===== config.mk =====
export PLATFORM = sky130hd
export DESIGN_NAME = bus_datapath_seq
export DESIGN_NICKNAME = d
export VERILOG_FILES = /design/src/rtl/bus_datapath_seq_pkg.sv /design/src/rtl/bus_datapath_seq_alu.sv /design/src/rtl/bus_datapath_seq.sv
export SDC_FILE = /design/constraint.sdc
export NUM_CORES = 2
export LEC_CHECK = 0
export CAP_MARGIN = 20
export CORE_ASPECT_RATIO = 1.75
export CORE_UTILIZATION = 55
export DETAILED_ROUTE_END_ITERATION = 6
export PLACE_DENSITY = 0.78
export SLEW_MARGIN = 20
export SYNTH_ARGS = -nofsm -noshare
export SYNTH_HDL_FRONTEND = slang
export SYNTH_SLANG_ARGS = --single-unit

===== constraint.sdc =====
create_clock -name clk -period 12.57 [get_ports clk]
set_input_delay 3.1425 -clock clk [delete_from_list [all_inputs] [get_ports clk]]
set_output_delay 3.1425 -clock clk [all_outputs]
set_load 0.01 [all_outputs]

===== src/rtl/bus_datapath_seq_pkg.sv =====
// Shared definitions for the bus datapath sequencer: default sizes,
// opcode encodings and the control state enum.
package bus_datapath_seq_pkg;

  localparam int DATA_W_DEF   = 32;
  localparam int NUM_REGS_DEF = 16;

  localparam logic [2:0] OP_ADD = 3'd0;
  localparam logic [2:0] OP_SUB = 3'd1;
  localparam logic [2:0] OP_AND = 3'd2;
  localparam logic [2:0] OP_OR  = 3'd3;
  localparam logic [2:0] OP_MUL = 3'd4;
  localparam logic [2:0] OP_NOT = 3'd5;

  typedef enum logic [2:0] {
    S_IDLE,
    S_LOADY,
    S_EXEC,
    S_WB,
    S_WBH,
    S_DONE
  } state_e;

  function automatic logic op_legal(input logic [2:0] op);
    return op <= OP_NOT;
  endfunction

endpackage


===== src/rtl/bus_datapath_seq_alu.sv =====
// Combinational ALU: combines the Y register with the current bus value
// into a double-width Z result.
module seq_alu
  import bus_datapath_seq_pkg::*;
#(
  parameter int DATA_W = DATA_W_DEF
) (
  input  logic [DATA_W-1:0]   y,
  input  logic [DATA_W-1:0]   bus,
  input  logic [2:0]          opcode,
  output logic [2*DATA_W-1:0] result
);

  logic signed [2*DATA_W-1:0] y_sx;
  logic signed [2*DATA_W-1:0] bus_sx;
  logic signed [2*DATA_W-1:0] prod;

  // Sign-extend to full width so the product keeps every bit of a signed multiply.
  assign y_sx   = {{DATA_W{y[DATA_W-1]}}, y};
  assign bus_sx = {{DATA_W{bus[DATA_W-1]}}, bus};
  assign prod   = y_sx * bus_sx;

  always_comb begin
    result = '0;
    case (opcode)
      OP_ADD:  result = {{DATA_W{1'b0}}, y + bus};
      OP_SUB:  result = {{DATA_W{1'b0}}, y - bus};
      OP_AND:  result = {{DATA_W{1'b0}}, y & bus};
      OP_OR:   result = {{DATA_W{1'b0}}, y | bus};
      OP_MUL:  result = prod;
      OP_NOT:  result = {{DATA_W{1'b0}}, ~bus};
      default: result = '0;
    endcase
  end

endmodule


===== src/rtl/bus_datapath_seq.sv =====
// Single-bus register-file datapath: a sequencer moves operands over one
// shared bus through Y, the ALU and Z, then writes back to R[rc] or HI/LO.
module bus_datapath_seq
  import bus_datapath_seq_pkg::*;
#(
  parameter int DATA_W   = DATA_W_DEF,
  parameter int NUM_REGS = NUM_REGS_DEF,
  localparam int IDX_W   = $clog2(NUM_REGS)
) (
  input  logic              clk,
  input  logic              clr,
  input  logic              start,
  input  logic [2:0]        opcode,
  input  logic [IDX_W-1:0]  ra,
  input  logic [IDX_W-1:0]  rb,
  input  logic [IDX_W-1:0]  rc,
  input  logic              ld_en,
  input  logic [IDX_W-1:0]  ld_idx,
  input  logic [DATA_W-1:0] ld_data,
  input  logic [IDX_W-1:0]  rd_idx,
  output logic [DATA_W-1:0] rd_data,
  output logic              busy,
  output logic              done,
  output logic              err,
  output logic [DATA_W-1:0] z_hi,
  output logic [DATA_W-1:0] z_lo,
  output logic [DATA_W-1:0] hi,
  output logic [DATA_W-1:0] lo,
  output logic [DATA_W-1:0] bus_out
);

  state_e                state;
  logic [DATA_W-1:0]     regs [NUM_REGS];
  logic [DATA_W-1:0]     y;
  logic [2*DATA_W-1:0]   z;
  logic [2*DATA_W-1:0]   alu_res;
  logic [DATA_W-1:0]     bus;
  logic [2:0]            op_q;
  logic [IDX_W-1:0]      ra_q;
  logic [IDX_W-1:0]      rb_q;
  logic [IDX_W-1:0]      rc_q;

  // Handshake: start is accepted only while busy=0; a request made while busy
  // is dropped, not queued. done pulses for one cycle, err is meaningful only with it.
  always_comb begin
    bus = '0;
    case (state)
      S_LOADY: bus = regs[ra_q];
      S_EXEC:  bus = (op_q == OP_NOT) ? regs[ra_q] : regs[rb_q];
      S_WB:    bus = z[DATA_W-1:0];
      S_WBH:   bus = z[2*DATA_W-1:DATA_W];
      default: bus = '0;
    endcase
  end

  seq_alu #(.DATA_W(DATA_W)) u_alu (
    .y      (y),
    .bus    (bus),
    .opcode (op_q),
    .result (alu_res)
  );

  // R0 is never written, so it reads as zero without a special read path.
  always_ff @(posedge clk) begin
    if (clr) begin
      state <= S_IDLE;
      for (int i = 0; i < NUM_REGS; i++) regs[i] <= '0;
      y     <= '0;
      z     <= '0;
      hi    <= '0;
      lo    <= '0;
      done  <= 1'b0;
      err   <= 1'b0;
      op_q  <= '0;
      ra_q  <= '0;
      rb_q  <= '0;
      rc_q  <= '0;
    end else begin
      done <= 1'b0;
      err  <= 1'b0;
      case (state)
        S_IDLE: begin
          if (start) begin
            op_q <= opcode;
            ra_q <= ra;
            rb_q <= rb;
            rc_q <= rc;
            if (!op_legal(opcode)) begin
              state <= S_DONE;
              done  <= 1'b1;
              err   <= 1'b1;
            end else if (opcode == OP_NOT) begin
              state <= S_EXEC;
            end else begin
              state <= S_LOADY;
            end
          end else if (ld_en && ld_idx != '0) begin
            regs[ld_idx] <= ld_data;
          end
        end
        S_LOADY: begin
          y     <= bus;
          state <= S_EXEC;
        end
        S_EXEC: begin
          z     <= alu_res;
          state <= S_WB;
        end
        S_WB: begin
          if (op_q == OP_MUL) begin
            lo    <= bus;
            state <= S_WBH;
          end else begin
            if (rc_q != '0) regs[rc_q] <= bus;
            state <= S_DONE;
            done  <= 1'b1;
          end
        end
        S_WBH: begin
          hi    <= bus;
          state <= S_DONE;
          done  <= 1'b1;
        end
        S_DONE:  state <= S_IDLE;
        default: state <= S_IDLE;
      endcase
    end
  end

  assign busy    = (state != S_IDLE);
  assign rd_data = regs[rd_idx];
  assign z_hi    = z[2*DATA_W-1:DATA_W];
  assign z_lo    = z[DATA_W-1:0];
  assign bus_out = bus;

endmodule


==> flow_metrics.env <==
export IMPL_slew_limit_headroom=0.185
export IMPL_post_synth_instance_area_sq_um=76200
export IMPL_clk_pin_slew_worst_paths_ns=0.07
export IMPL_clock_tree_root_cell="sky130_fd_sc_hd__clkbuf_16"
export IMPL_grt_max_degree=98
export IMPL_synth_seq_cells=700
export IMPL_core_sq_um=137000
export IMPL_first_pass_iters=7
export IMPL_timing_critical_path_to="z[62]"
export IMPL_routed_via_density=6.61
export IMPL_timing_critical_path_from_type="register"
export IMPL_report_final_slew_viol_count=0
export IMPL_total_power_mw=13.4
export IMPL_worstMarginPinSlew_ns=1.22
export IMPL_slowest_library_cell_on_the_worst_path="sky130_fd_sc_hd__nand3_1"
export IMPL_areaGrowthSynthToFinish_pct=8.97
export IMPL_report_final_hold_viol_count=0
export IMPL_worst_endpoint_required_time_ns=13.12
export IMPL_min_path_type="reg -> reg"
export IMPL_synth_seq_area_share=0.251
export IMPL_critical_path_most_common_cell="sky130_fd_sc_hd__fa_1"
export IMPL_yosysWarnings=0
export IMPL_finalWirelength_microns=270000
export IMPL_place_gp_congestion=1.00
export IMPL_drv_max_cap_violation_count=0
export IMPL_die_height_microns=494
export IMPL_timing_rr_start="op_q[1]"
export IMPL_reg2reg_slack_ns=0.71
export IMPL_r2r_worst_path_cells=32
export IMPL_postCtsResizedCells=0
export IMPL_die_width_microns=283
export IMPL_synth_area_per_cell_sq_um=10.6
export IMPL_global_route_usage_total=0.390
export IMPL_total_placed_cells_including_tap_cells=8916
export IMPL_postPlaceCellArea_sq_um=80600
export IMPL_critPathMaxFanout=40
export IMPL_synth_cell_types=95
export IMPL_hold_worst_slack_ns=0.453
export IMPL_vias=59900
export IMPL_routed_wire_length_per_instance_microns=29.8
export IMPL_timing_clock_skew_ns=0.0582
export IMPL_design_final_nets=8526
export IMPL_cp_end_kind="register"
export IMPL_hold_bufs_inserted_after_cts=0
export IMPL_grt_pass1_vias=64400
export IMPL_place_port_buffers=253
export IMPL_dp_hpwl_microns=192000
export IMPL_ctsLongestPathBuffers=3
export IMPL_synth_flop_cell="sky130_fd_sc_hd__edfxtp_1"
export IMPL_drive_gt1_frac=0.118
export IMPL_post_cts_setup_buffer_count=0
export IMPL_finalSetupTns_ns=0
export IMPL_fmax_mhz=84.3
export IMPL_synth_enable_flop_cells=512
export IMPL_cts_tree="done"
export IMPL_commonest_non_fill_non_tap_cell_in_the_layout="sky130_fd_sc_hd__fa_1"
export IMPL_design_area_sq_um=83000
export IMPL_ir_worst_vdd_uv=170
export IMPL_detail_route_drc_violations=34
export IMPL_design_die_area_sq_um=140000
export IMPL_overflow=0
export IMPL_timing_rr_end="z[62]"
export IMPL_leakagePower_nw=34.9
export IMPL_mostFrequentLayoutCells="sky130_fd_sc_hd__fa_1 (1083), sky130_fd_sc_hd__inv_1 (1035), sky130_fd_sc_hd__nand2_1 (777), sky130_fd_sc_hd__nor2_1 (758), sky130_fd_sc_hd__edfxtp_1 (512)"
export IMPL_core_rowCount=180
export IMPL_ios=254
export IMPL_status="finished with violations"
export IMPL_cts_made_buffers=68
export IMPL_rsz0062_at_grt="no"
export IMPL_share_of_the_clock_period_used_by_the_worst_path=0.944
export IMPL_pwr_cell_area_nw_per_um2=161
export IMPL_initial_antenna_violation_count=20
export IMPL_crit_path_start="op_q[1]"
export IMPL_largest_stage_delay_worst_path_ns=0.77
export IMPL_cp_data_arrival_time_ns=12.41
export IMPL_violations="DRC"
export IMPL_grt_first_pass_wirelength_microns=398000
export IMPL_setup_viol=0
export IMPL_detail_route_antenna_nets=0
export IMPL_worst_setup_path_type="reg -> reg"
export IMPL_htree_num_levels=3
export IMPL_final_instance_count_excl_fill=9054
export IMPL_cts_num_sinks=700
export IMPL_effective_utilization_at_floorplan=0.555
export IMPL_synth_async_reset_ratio=0
export IMPL_synthesis_instances=7167
export IMPL_layout_min_cycle_time_ns=11.86
export IMPL_initialDrtViolationCount=7412
export IMPL_skew_pair_late_insertion_delay_ns=0.71
==> layout make-up <==
cell class                      instances  area (sq um)
Fill cell                           10900         54300
Multi-Input combinational cell       4927         51400
Sequential cell                       700         19200
Timing Repair Buffer                  427          3920
Inverter                             1042          3910
Tap cell                             1820          2280
Clock buffer                           87          1860
Clock inverter                         38           502
Antenna cell                           13          32.5
==> how the worst min path moves through the flow <==
| stage | cells past startpoint | end | slack [ns] | startpoint |
|---|---|---|---|---|
| floorplan | 2 | register | 0.44 | rb_q[0] |
| global placement | 2 | register | 0.44 | ra_q[2] |
| detailed placement | 2 | register | 0.44 | ra_q[2] |
| CTS | 2 | hi[0] | 0.45 | hi[0] |
| global route | 2 | hi[17] | 0.48 | hi[17] |
| finish | 2 | register | 0.45 | ra_q[2] |
==> kinds of logic after synthesis <==
family	Yosys count	share of synthesized area
AOI/OAI and AO/OA	703	0.0604
xor gates and xnor gates	127	0.0147
adders and majority gates	1313	0.322
buffers and inverters	1571	0.0808
DFF	700	0.251
muxes	516	0.138
other	1	0.0000492
and+or+nand+nor	2236	0.133
==> state kept, by name (all words and copies together), names as in the netlist, 3 cells and up, named ones only <==
| register | cells |
|---|---|
| state | 3 |
| rc_q | 4 |
| y | 32 |
| z | 64 |
| ra_q | 4 |
| lo | 32 |
| hi | 32 |
| rb_q | 4 |
| regs | 512 |
| op_q | 3 |
==> synthesized netlist by cell type (15+ instances only) <==
library cell / count / area [sq um]
sky130_fd_sc_hd__fa_1: 1083 / 21700
sky130_fd_sc_hd__inv_1: 1035 / 3880
sky130_fd_sc_hd__nand2_1: 788 / 2960
sky130_fd_sc_hd__nor2_1: 762 / 2860
sky130_fd_sc_hd__edfxtp_1: 512 / 15400
sky130_fd_sc_hd__mux4_2: 418 / 9410
sky130_fd_sc_hd__clkbuf_1: 398 / 1490
sky130_fd_sc_hd__nor2b_1: 299 / 1870
sky130_fd_sc_hd__ha_1: 218 / 2730
sky130_fd_sc_hd__a21oi_1: 217 / 1090
sky130_fd_sc_hd__and2_1: 194 / 1210
sky130_fd_sc_hd__dfxtp_1: 188 / 3760
sky130_fd_sc_hd__o21ai_0: 124 / 621
sky130_fd_sc_hd__xnor2_1: 87 / 762
sky130_fd_sc_hd__mux2i_1: 76 / 761
sky130_fd_sc_hd__buf_1: 68 / 255
sky130_fd_sc_hd__a21o_1: 60 / 450
sky130_fd_sc_hd__a211oi_1: 53 / 398
sky130_fd_sc_hd__nor3_1: 52 / 260
sky130_fd_sc_hd__a22oi_1: 39 / 293
sky130_fd_sc_hd__xor2_1: 39 / 342
sky130_fd_sc_hd__nand2b_1: 36 / 225
sky130_fd_sc_hd__buf_2: 31 / 155
sky130_fd_sc_hd__a22o_1: 24 / 210
sky130_fd_sc_hd__o21ai_1: 24 / 120
sky130_fd_sc_hd__o211ai_1: 19 / 143
sky130_fd_sc_hd__o21bai_1: 19 / 143
sky130_fd_sc_hd__a31oi_1: 18 / 113
sky130_fd_sc_hd__nand3_1: 18 / 90.1
sky130_fd_sc_hd__buf_6: 16 / 180
sky130_fd_sc_hd__mux2_2: 16 / 180
sky130_fd_sc_hd__and3_1: 15 / 93.8
==> layer usage <==
| layer | up-vias | global-route usage | wire (microns) |
|---|---|---|---|
| met5 | - | 0.00890 | 392 |
| met4 | 32 | 0.357 | 30500 |
| met3 | 1843 | 0.133 | 37500 |
| met2 | 5127 | 0.624 | 126000 |
| met1 | 29500 | 0.403 | 76000 |
| li1 | 23400 | - | - |
==> worst max-delay path, delay by kind of cell (launching register included) <==
kind	cells	cell delay, ns
compound gates	11	2.99
simple gates	6	2.26
flops	1	0.33
buf+inv	5	1.68
fa+ha+maj	9	4.26
xor+xnor	1	0.16
==> stage by stage <==
step | setup WS [ns] | util
finish | 0.706 | 0.604
global route | 0.290 | 0.604
CTS | 0.917 | 0.604
detailed placement | 1.01 | 0.587
global placement | 1.20 | 0.586
floorplan | 2.65 | -
==> power breakdown <==
part / leakage [nW] / total, mW / internal, mW / switching, mW
sequential: 6.80 / 2.85 / 2.59 / 0.252
clock: 1.16 / 2.24 / 1.22 / 1.02
combinational: 27.0 / 8.30 / 3.08 / 5.22
Note: power is estimated with default switching activity, not from simulation.
